File: src/rtl/input_debouncer_if.sv
`default_nettype none
// +----------------------------------------------------------------------------+
// | Module   : input_debouncer_if                                              |
// | Purpose  : Bundles the raw pad inputs and the conditioned outputs of the   |
// |            pushbutton / slide-switch debouncer.                            |
// | Signals  : raw_push_i   [N_PUSH]    raw pushbutton pads (active high)      |
// |            raw_switch_i [N_SWITCH]  raw slide-switch pads                  |
// |            push_o       [N_PUSH]    debounced pushbuttons                  |
// |            switch_o     [N_SWITCH]  debounced switches                     |
// |            busy_o                   any lane currently counting            |
// |            rise_o/fall_o [W]        edge pulses, only when the macro       |
// |                                     INPUT_DEBOUNCER_EDGE_EN is defined     |
// | Modports : master (pad side / observer), slave (debouncer)                 |
// | Revision : 1.0 - initial release                                           |
// +----------------------------------------------------------------------------+
interface input_debouncer_if #(
  parameter int N_PUSH   = 10,
  parameter int N_SWITCH = 8
);
  localparam int c_width = N_PUSH + N_SWITCH;

  logic [N_PUSH-1:0]   raw_push_i;
  logic [N_SWITCH-1:0] raw_switch_i;
  logic [N_PUSH-1:0]   push_o;
  logic [N_SWITCH-1:0] switch_o;
  logic                busy_o;

`ifdef INPUT_DEBOUNCER_EDGE_EN
  logic [c_width-1:0]  rise_o;
  logic [c_width-1:0]  fall_o;

  modport master (
    output raw_push_i, raw_switch_i,
    input  push_o, switch_o, busy_o, rise_o, fall_o
  );

  modport slave (
    input  raw_push_i, raw_switch_i,
    output push_o, switch_o, busy_o, rise_o, fall_o
  );
`else
  modport master (
    output raw_push_i, raw_switch_i,
    input  push_o, switch_o, busy_o
  );

  modport slave (
    input  raw_push_i, raw_switch_i,
    output push_o, switch_o, busy_o
  );
`endif

endinterface
`default_nettype wire

File: src/rtl/input_debouncer.sv
`default_nettype none
// +----------------------------------------------------------------------------+
// | Module   : input_debouncer                                                 |
// | Purpose  : Synchronises and debounces the board pushbuttons and slide      |
// |            switches. Each bit is an independent lane: 2-flop synchroniser, |
// |            a stability counter and an output flop. The output follows the  |
// |            synchronised input only after it has differed for STABLE_CYCLES |
// |            consecutive cycles.                                             |
// | Ports    : clk_i   system clock                                            |
// |            rst_ni  asynchronous active-low reset                           |
// |            bus     input_debouncer_if.slave (raw pads in, clean levels,    |
// |                    busy and optional edge pulses out)                      |
// | Options  : INPUT_DEBOUNCER_EDGE_EN - adds registered rise_o/fall_o pulses  |
// |            one cycle after each lane's output changes.                     |
// | Revision : 1.0 - initial release                                           |
// +----------------------------------------------------------------------------+
module input_debouncer #(
  parameter int N_PUSH        = 10,
  parameter int N_SWITCH      = 8,
  parameter int CNT_W         = 16,
  parameter int STABLE_CYCLES = 50000
) (
  input  logic              clk_i,
  input  logic              rst_ni,
  input_debouncer_if.slave  bus
);

  localparam int               c_width    = N_PUSH + N_SWITCH;
  localparam logic [CNT_W-1:0] c_cnt_last = CNT_W'(STABLE_CYCLES - 1);

  // The counter must be able to hold STABLE_CYCLES-1. For CNT_W >= 31 every
  // positive int already fits, so only narrower counters need the range test.
  generate
    if (STABLE_CYCLES < 1 ||
        (CNT_W < 31 && STABLE_CYCLES > ((1 << CNT_W) - 1))) begin : g_bad_stable_cycles
      $error("input_debouncer: STABLE_CYCLES out of range 1 .. 2**CNT_W-1");
    end
  endgenerate

  // Push lanes occupy the low bits, switch lanes sit above them.
  logic [c_width-1:0] w_raw;
  logic [c_width-1:0] w_out;
  logic [c_width-1:0] w_cnt_nz;

  logic [c_width-1:0] s1_q, s1_d;
  logic [c_width-1:0] s2_q, s2_d;

  assign w_raw = {bus.raw_switch_i, bus.raw_push_i};

  always_comb begin
    s1_d = w_raw;
    s2_d = s1_q;
  end

  always_ff @(posedge clk_i or negedge rst_ni) begin
    if (!rst_ni) begin
      s1_q <= '0;
      s2_q <= '0;
    end else begin
      s1_q <= s1_d;
      s2_q <= s2_d;
    end
  end

`ifdef INPUT_DEBOUNCER_EDGE_EN
  logic [c_width-1:0] w_rise;
  logic [c_width-1:0] w_fall;
`endif

  generate
    for (genvar i = 0; i < c_width; i++) begin : g_lane
      logic [CNT_W-1:0] cnt_q, cnt_d;
      logic             out_q, out_d;

      // Any sample equal to the current output clears the count, so a bounce
      // restarts the whole stability window. The terminal compare also keeps
      // the counter from ever wrapping.
      always_comb begin
        cnt_d = cnt_q;
        out_d = out_q;
        if (s2_q[i] == out_q) begin
          cnt_d = '0;
        end else if (cnt_q == c_cnt_last) begin
          out_d = s2_q[i];
          cnt_d = '0;
        end else begin
          cnt_d = cnt_q + CNT_W'(1);
        end
      end

      always_ff @(posedge clk_i or negedge rst_ni) begin
        if (!rst_ni) begin
          cnt_q <= '0;
          out_q <= 1'b0;
        end else begin
          cnt_q <= cnt_d;
          out_q <= out_d;
        end
      end

      assign w_out[i]    = out_q;
      assign w_cnt_nz[i] = |cnt_q;

`ifdef INPUT_DEBOUNCER_EDGE_EN
      // out_dly_q lags out_q by one cycle; the pulses are registered from the
      // comparison, so they appear one cycle after the output moved.
      logic out_dly_q, out_dly_d;
      logic rise_q, rise_d;
      logic fall_q, fall_d;

      always_comb begin
        out_dly_d = out_q;
        rise_d    = out_q & ~out_dly_q;
        fall_d    = ~out_q & out_dly_q;
      end

      always_ff @(posedge clk_i or negedge rst_ni) begin
        if (!rst_ni) begin
          out_dly_q <= 1'b0;
          rise_q    <= 1'b0;
          fall_q    <= 1'b0;
        end else begin
          out_dly_q <= out_dly_d;
          rise_q    <= rise_d;
          fall_q    <= fall_d;
        end
      end

      assign w_rise[i] = rise_q;
      assign w_fall[i] = fall_q;
`endif
    end
  endgenerate

  assign bus.push_o   = w_out[N_PUSH-1:0];
  assign bus.switch_o = w_out[c_width-1:N_PUSH];
  // Derived straight from the counter flops, so it carries no extra delay.
  assign bus.busy_o   = |w_cnt_nz;

`ifdef INPUT_DEBOUNCER_EDGE_EN
  assign bus.rise_o = w_rise;
  assign bus.fall_o = w_fall;
`endif

endmodule
`default_nettype wire

File: src/flat_wrapper.sv
// flat-port wrapper written by rule: the top's interface ports become plain ports
module input_debouncer_flat 
#(
  parameter int N_PUSH        = 10,
  parameter int N_SWITCH      = 8,
  parameter int CNT_W         = 16,
  parameter int STABLE_CYCLES = 50000
)
  (clk_i, rst_ni, bus_raw_push_i, bus_raw_switch_i, bus_push_o, bus_switch_o, bus_busy_o);
  input_debouncer_if #(.N_PUSH(N_PUSH), .N_SWITCH(N_SWITCH)) bus_i ();
  input  logic clk_i;
  input  logic rst_ni;
  input wire logic [$bits(bus_i.raw_push_i)-1:0] bus_raw_push_i;
  input wire logic [$bits(bus_i.raw_switch_i)-1:0] bus_raw_switch_i;
  output wire logic [$bits(bus_i.push_o)-1:0] bus_push_o;
  output wire logic [$bits(bus_i.switch_o)-1:0] bus_switch_o;
  output wire logic [$bits(bus_i.busy_o)-1:0] bus_busy_o;
  assign bus_i.raw_push_i = bus_raw_push_i;
  assign bus_i.raw_switch_i = bus_raw_switch_i;
  assign bus_push_o = bus_i.push_o;
  assign bus_switch_o = bus_i.switch_o;
  assign bus_busy_o = bus_i.busy_o;
  input_debouncer #(.N_PUSH(N_PUSH), .N_SWITCH(N_SWITCH), .CNT_W(CNT_W), .STABLE_CYCLES(STABLE_CYCLES)) u_core (.clk_i(clk_i), .rst_ni(rst_ni), .bus(bus_i));
endmodule
File: config.mk
export PLATFORM = sky130hd
export DESIGN_NAME = input_debouncer_flat
export DESIGN_NICKNAME = d
export VERILOG_FILES = /design/src/rtl/input_debouncer_if.sv /design/src/rtl/input_debouncer.sv /design/src/flat_wrapper.sv
export SDC_FILE = /design/constraint.sdc
export NUM_CORES = 1
export LEC_CHECK = 0
export CELL_PAD_IN_SITES_DETAIL_PLACEMENT = 2
export CELL_PAD_IN_SITES_GLOBAL_PLACEMENT = 2
export CORE_MARGIN = 2
export CORE_UTILIZATION = 42
export DETAILED_ROUTE_END_ITERATION = 10
export DONT_BUFFER_PORTS = 1
export HOLD_SLACK_MARGIN = 0.03
export PLACE_DENSITY = 0.84
export SYNTH_ARGS = -nofsm -noshare
export SYNTH_HDL_FRONTEND = slang
export SYNTH_SLANG_ARGS = --single-unit
export TNS_END_PERCENT = 50
File: constraint.sdc
create_clock -name clk_i -period 2.2 [get_ports clk_i]
set_input_delay 0 -clock clk_i [delete_from_list [all_inputs] [get_ports clk_i]]
set_output_delay 0 -clock clk_i [all_outputs]
set_load 0.02 [all_outputs]
## Word level (Yosys, flattened, before mapping)

Index checks and enable logic that the tools add are counted.

| operators by class | value |
|---|---|
| $add $sub $neg | 18 |
| bitwise logic cells | 18 |
| reduce and logical (&&, ||, !) cells | 19 |
| equality and inequality tests | 36 |
| multiplexer cells | 36 |

Operator list:

| kind | count |
|---|---|
| 16-bit two-way mux | 36 |
| 16-bit by 1-bit adder with 16-bit output (second input constant) | 18 |
| 16-bit equality test (second input constant) | 18 |
| 288-bit OR reduction | 1 |
| 2-bit AND reduction | 18 |
| 1-bit equality test | 18 |
| 1-bit inverter | 18 |

| storage, ports and cells | value |
|---|---|
| bits in registers | 342 |
| output and inout bits | 19 |

## Logic depth before layout (Yosys ltp)

| depth | value |
|---|---|
| depth after elaboration | 3 |
| gate-level depth with buffers | 7 |
| depth with buffers taken out | 7 |

## Worst setup path before layout

OpenSTA, ideal clock, no wires.

| timing | value |
|---|---|
| kind | flip-flop to flip-flop |
| start | register u_core.g_lane[7].cnt_q[10] |
| end | register u_core.g_lane[7].out_q |
| path slack | 452 ps |
| data required time | 2075 ps |
| arrival time | 1623 ps |
| period minus slack after synthesis | 1748 ps |
| cell stages (with the launch flop) | 5 |
| cells stage by stage | dfrtp_1 nor4_1 nand2_1 or4_4 mux2_4 |

| on the way | value |
|---|---|
| longest elaborated chain between the ends | 2 |

RTL lines:

| item | line | RTL |
|---|---|---|
| start: declaration | input_debouncer.sv:72 | `logic [CNT_W-1:0] cnt_q, cnt_d;` |
| start signal: assignment | input_debouncer.sv:96 | `cnt_q <= cnt_d;` |
| 16-bit equality test | input_debouncer.sv:83 | `end else if (cnt_q == c_cnt_last) begin` |
| 2-bit AND reduction (no line) | - |  |
| end signal: assignment | input_debouncer.sv:97 | `out_q <= out_d;` |
| end: declaration | input_debouncer.sv:73 | `logic out_q, out_d;` |

Every way passes these cells.
A chain may end at the register's enable or synchronous reset.

## Worst setup path in the final report

| timing | value |
|---|---|
| start | register u_core.g_lane[10].cnt_q[1] |
| end | output port bus_busy_o |

| on the way | value |
|---|---|
| longest elaborated chain between the ends | 1 |

RTL lines:

| item | line | RTL |
|---|---|---|
| start: declaration | input_debouncer.sv:72 |  |
| start signal: assignment | input_debouncer.sv:96 |  |
| 288-bit OR reduction | input_debouncer.sv:138 | `assign bus.busy_o = \|w_cnt_nz;` |
| end: declaration | flat_wrapper.sv:17 | `output wire logic [$bits(bus_i.busy_o)-1:0] bus_busy_o;` |

Every way passes these cells.

==> flow_summary.ini <==
[setup_path]
critPathKind = reg2out
startpoint_type = flip-flop
rrSetupSlack_ps = -120
crit_fanout = 2
end_kind = output port
crit_arrival_ps = 2730
cp.required_ps = 2200

[hold_path]
min_path_type = in2async

[sta]
worstMarginPinSlew_ps = 810.9
period_minus_slack_ps = 2734
maxSlewHeadroom_pct = 45.44
min_period_over_period_pct = 124.3
holdWs_ps = -862.3
finalClockSkew_ps = 27.59
finalMaxSlewViolations = 0
max_freq_mhz = 365.8
rsz0062_at_grt = yes
setup-violations-final = 3
finalHoldViolations = 342
final.setup.worst_slack_ps = -533.6

[pwr]
p_leak_nw = 8.395
powerDensity_mw_per_mm2 = 751.3
ir_drop_uv = 466.6

[clock_network]
cts_tree = built
h-tree-depth = 2
cts-root-buf = clkbuf_16
cts_sinks = 342
numCtsBuffers = 40
insertion_delay_ps = 570
hold_buffers = 36
clock_path_buffers = 3
path_clk_slew_ps = 70

[synth]
yosysMostFrequentCell = dfrtp_1
ys_top_cells_by_count = 342 x dfrtp_1, 330 x nor2_1, 147 x nand3_1
yosysUniqueCellTypes = 31
netlist_instances = 1617
ys_ff_latch = 342
syn_nets = 1673
avgSynthCellArea_sq_um = 10.12
yosys.area.top_type_share_pct = 52.30
synth_flop_cell = dfrtp_1
ys_async_sr_fraction_pct = 100.0
synthTopCellsByArea = dfrtp_1 52%, nor2_1 7.6%, xor2_1 7.4%
netlist_area_sq_mm = 0.01636
yosys.area.top_type = dfrtp_1
ys_warn_count = 0
synth_edf_count = 0
yosysSeqAreaShare_pct = 52.30

[drt]
vias_per_cell = 5.767
postRouteAntennaNets = 0
dr.first_iter.drc_count = 913
dr.pass1.iters = 5
wirelength_um = 59210
vias = 13010
drc = 0
wl_per_cell_um = 26.25

[place]
placedInstanceArea_sq_mm = 0.01692
placedCellCount = 2130
dp_hpwl_um = 31290
io_buffer_count = 0
finalWeightedCongestion = 0.8301

[layout]
regArea_sq_mm = 0.008561
multiInputGateArea_sq_mm = 0.007600
fin_cells = 2256
num-nets-final = 1766
filler_cell_count = 3928
design_area_sq_mm = 0.01916
diodes = 0
areaGrowthSynthToFinish_pct = 17.07
drive_gt1_share_pct = 13.12

[die]
ios = 39
core_area_sq_mm = 0.03856
die_h_um = 201.4
start_util_pct = 42.44
die_area_sq_mm = 0.04055
die_width_um = 201.4
rows = 72

[global_route]
overflow = 0
grt_pass1_vias = 14810
track_usage_pct = 28.96
grt_pass1_wl_um = 91370
grt_max_degree = 343
antenna_found_initial = 0

[run_status]
violations = negative hold slack, negative setup slack
outcome = complete, but fails checks

[run]
drv_cap = 0
-- final cells by class --
type                    instances  share of cell area (%)
clock buffers                  57                   6.192
clock inverters                13                  0.9144
inverters                      60                   1.176
multi-input cells            1177                   39.67
flip-flops and latches        342                   44.69
well taps                     518                   3.383
repair buffers                 89                   3.978
-- flip-flops by register name, summed over array words and instances (netlist names) --
register,count
u_core.s1_q,18
u_core.s2_q,18
u_core.g_lane.out_q,18
u_core.g_lane.cnt_q,288
-- path summary, 6_finish.rpt --
kind,to,startpoint,cells past startpoint
setup reg to reg,u_core.g_lane[10].cnt_q[14]$_DFF_PN0_,u_core.g_lane[10].cnt_q[0]$_DFF_PN0_,7
hold / removal,u_core.g_lane[8].cnt_q[2]$_DFF_PN0_,rst_ni,0
setup / recovery,bus_busy_o,u_core.g_lane[10].cnt_q[1]$_DFF_PN0_,8
min in group clk_i,u_core.s2_q[7]$_DFF_PN0_,u_core.s1_q[7]$_DFF_PN0_,0
max in group asynchronous,u_core.g_lane[2].cnt_q[8]$_DFF_PN0_,rst_ni,0
hold reg to reg,u_core.s2_q[7]$_DFF_PN0_,u_core.s1_q[7]$_DFF_PN0_,0
-- report_power, final --
| part | switching, mW | internal, mW | total, mW |
|---|---|---|---|
| Combinational | 0.393 | 0.301 | 0.694 |
| Clock | 2.94 | 4.22 | 7.16 |
| Sequential | 0.137 | 6.40 | 6.54 |
| Total | 3.47 | 10.9 | 14.4 |
-- routing by layer --
| metal | share of wire, % | GRT usage [%] | up-vias |
|---|---|---|---|
| li1 | - | - | 5582 |
| met1 | 39 | 34.60 | 6896 |
| met2 | 51 | 51.13 | 358 |
| met3 | 4.6 | 4.956 | 174 |
| met4 | 4.7 | 13.00 | 0 |
| met5 | 0 | 0 | - |
-- worst max-delay path, stage by stage (launching register included) --
cell	delay [ps]
dfrtp_1	400
inv_1	130
ha_4	170
nand4b_1	230
nor4_4	390
nand4_1	170
nor4_2	290
nand4_1	190
buf_6	190
-- timing repair --
action | CTS | global route
pin swaps | 16 | 7
hold endpoints to repair | 360 | 342
buffers inserted | 17 | 3
setup endpoints to repair | 2 | 94
gates resized for setup | 50 | 20
-- cells by family (layout without fill, tap and decap cells) --
logic type	after synthesis	count (layout)	synth area share, %
xor+xnor	270	270	14.45
fa+ha+maj	36	36	2.753
buf+inv	98	219	3.433
flops	342	342	52.30
mux	18	18	1.514
simple gates	853	853	25.55
-- metrics by stage --
stage | TNS, ps | power, mW | worst slack, ps | util [%] | hold slack, ps
floorplan | 0 | 6.913 | 451.9 | - | -295.6
global placement | -68.36 | 7.072 | -68.36 | 43.89 | -283.2
detailed placement | -181.2 | 7.115 | -181.2 | 43.89 | -282.5
CTS | -252.0 | 14.31 | -252.0 | 49.35 | -870.5
global route | -1904 | 14.76 | -639.4 | 49.69 | -869.1
finish | -695.2 | 14.39 | -533.6 | 49.69 | -862.3
-- cell usage in the layout (no fill, tap or decap), types with 3 or more instances in the layout --
master / instances
mux2_1: 4
and3_1: 52
nand2_1: 105
and4_1: 3
nand2_4: 13
nor4_4: 5
buf_4: 52
mux2_4: 12
nand4_1: 32
nor3_2: 6
dlygate4sd3_1: 36
nor4b_1: 3
nand3_1: 147
inv_2: 7
nor4_2: 16
or2_2: 11
ha_1: 30
inv_1: 53
nand2_2: 5
dfrtp_1: 340
bufinv_16: 4
nor2_1: 330
clkbuf_8: 10
ha_4: 4
clkinv_2: 6
xor2_1: 139
or3_1: 11
clkbuf_16: 41
nor4_1: 52
clkbuf_1: 6
xnor2_1: 131
or4_4: 16
nor3_1: 32
Power figures use the tool's default switching activity.
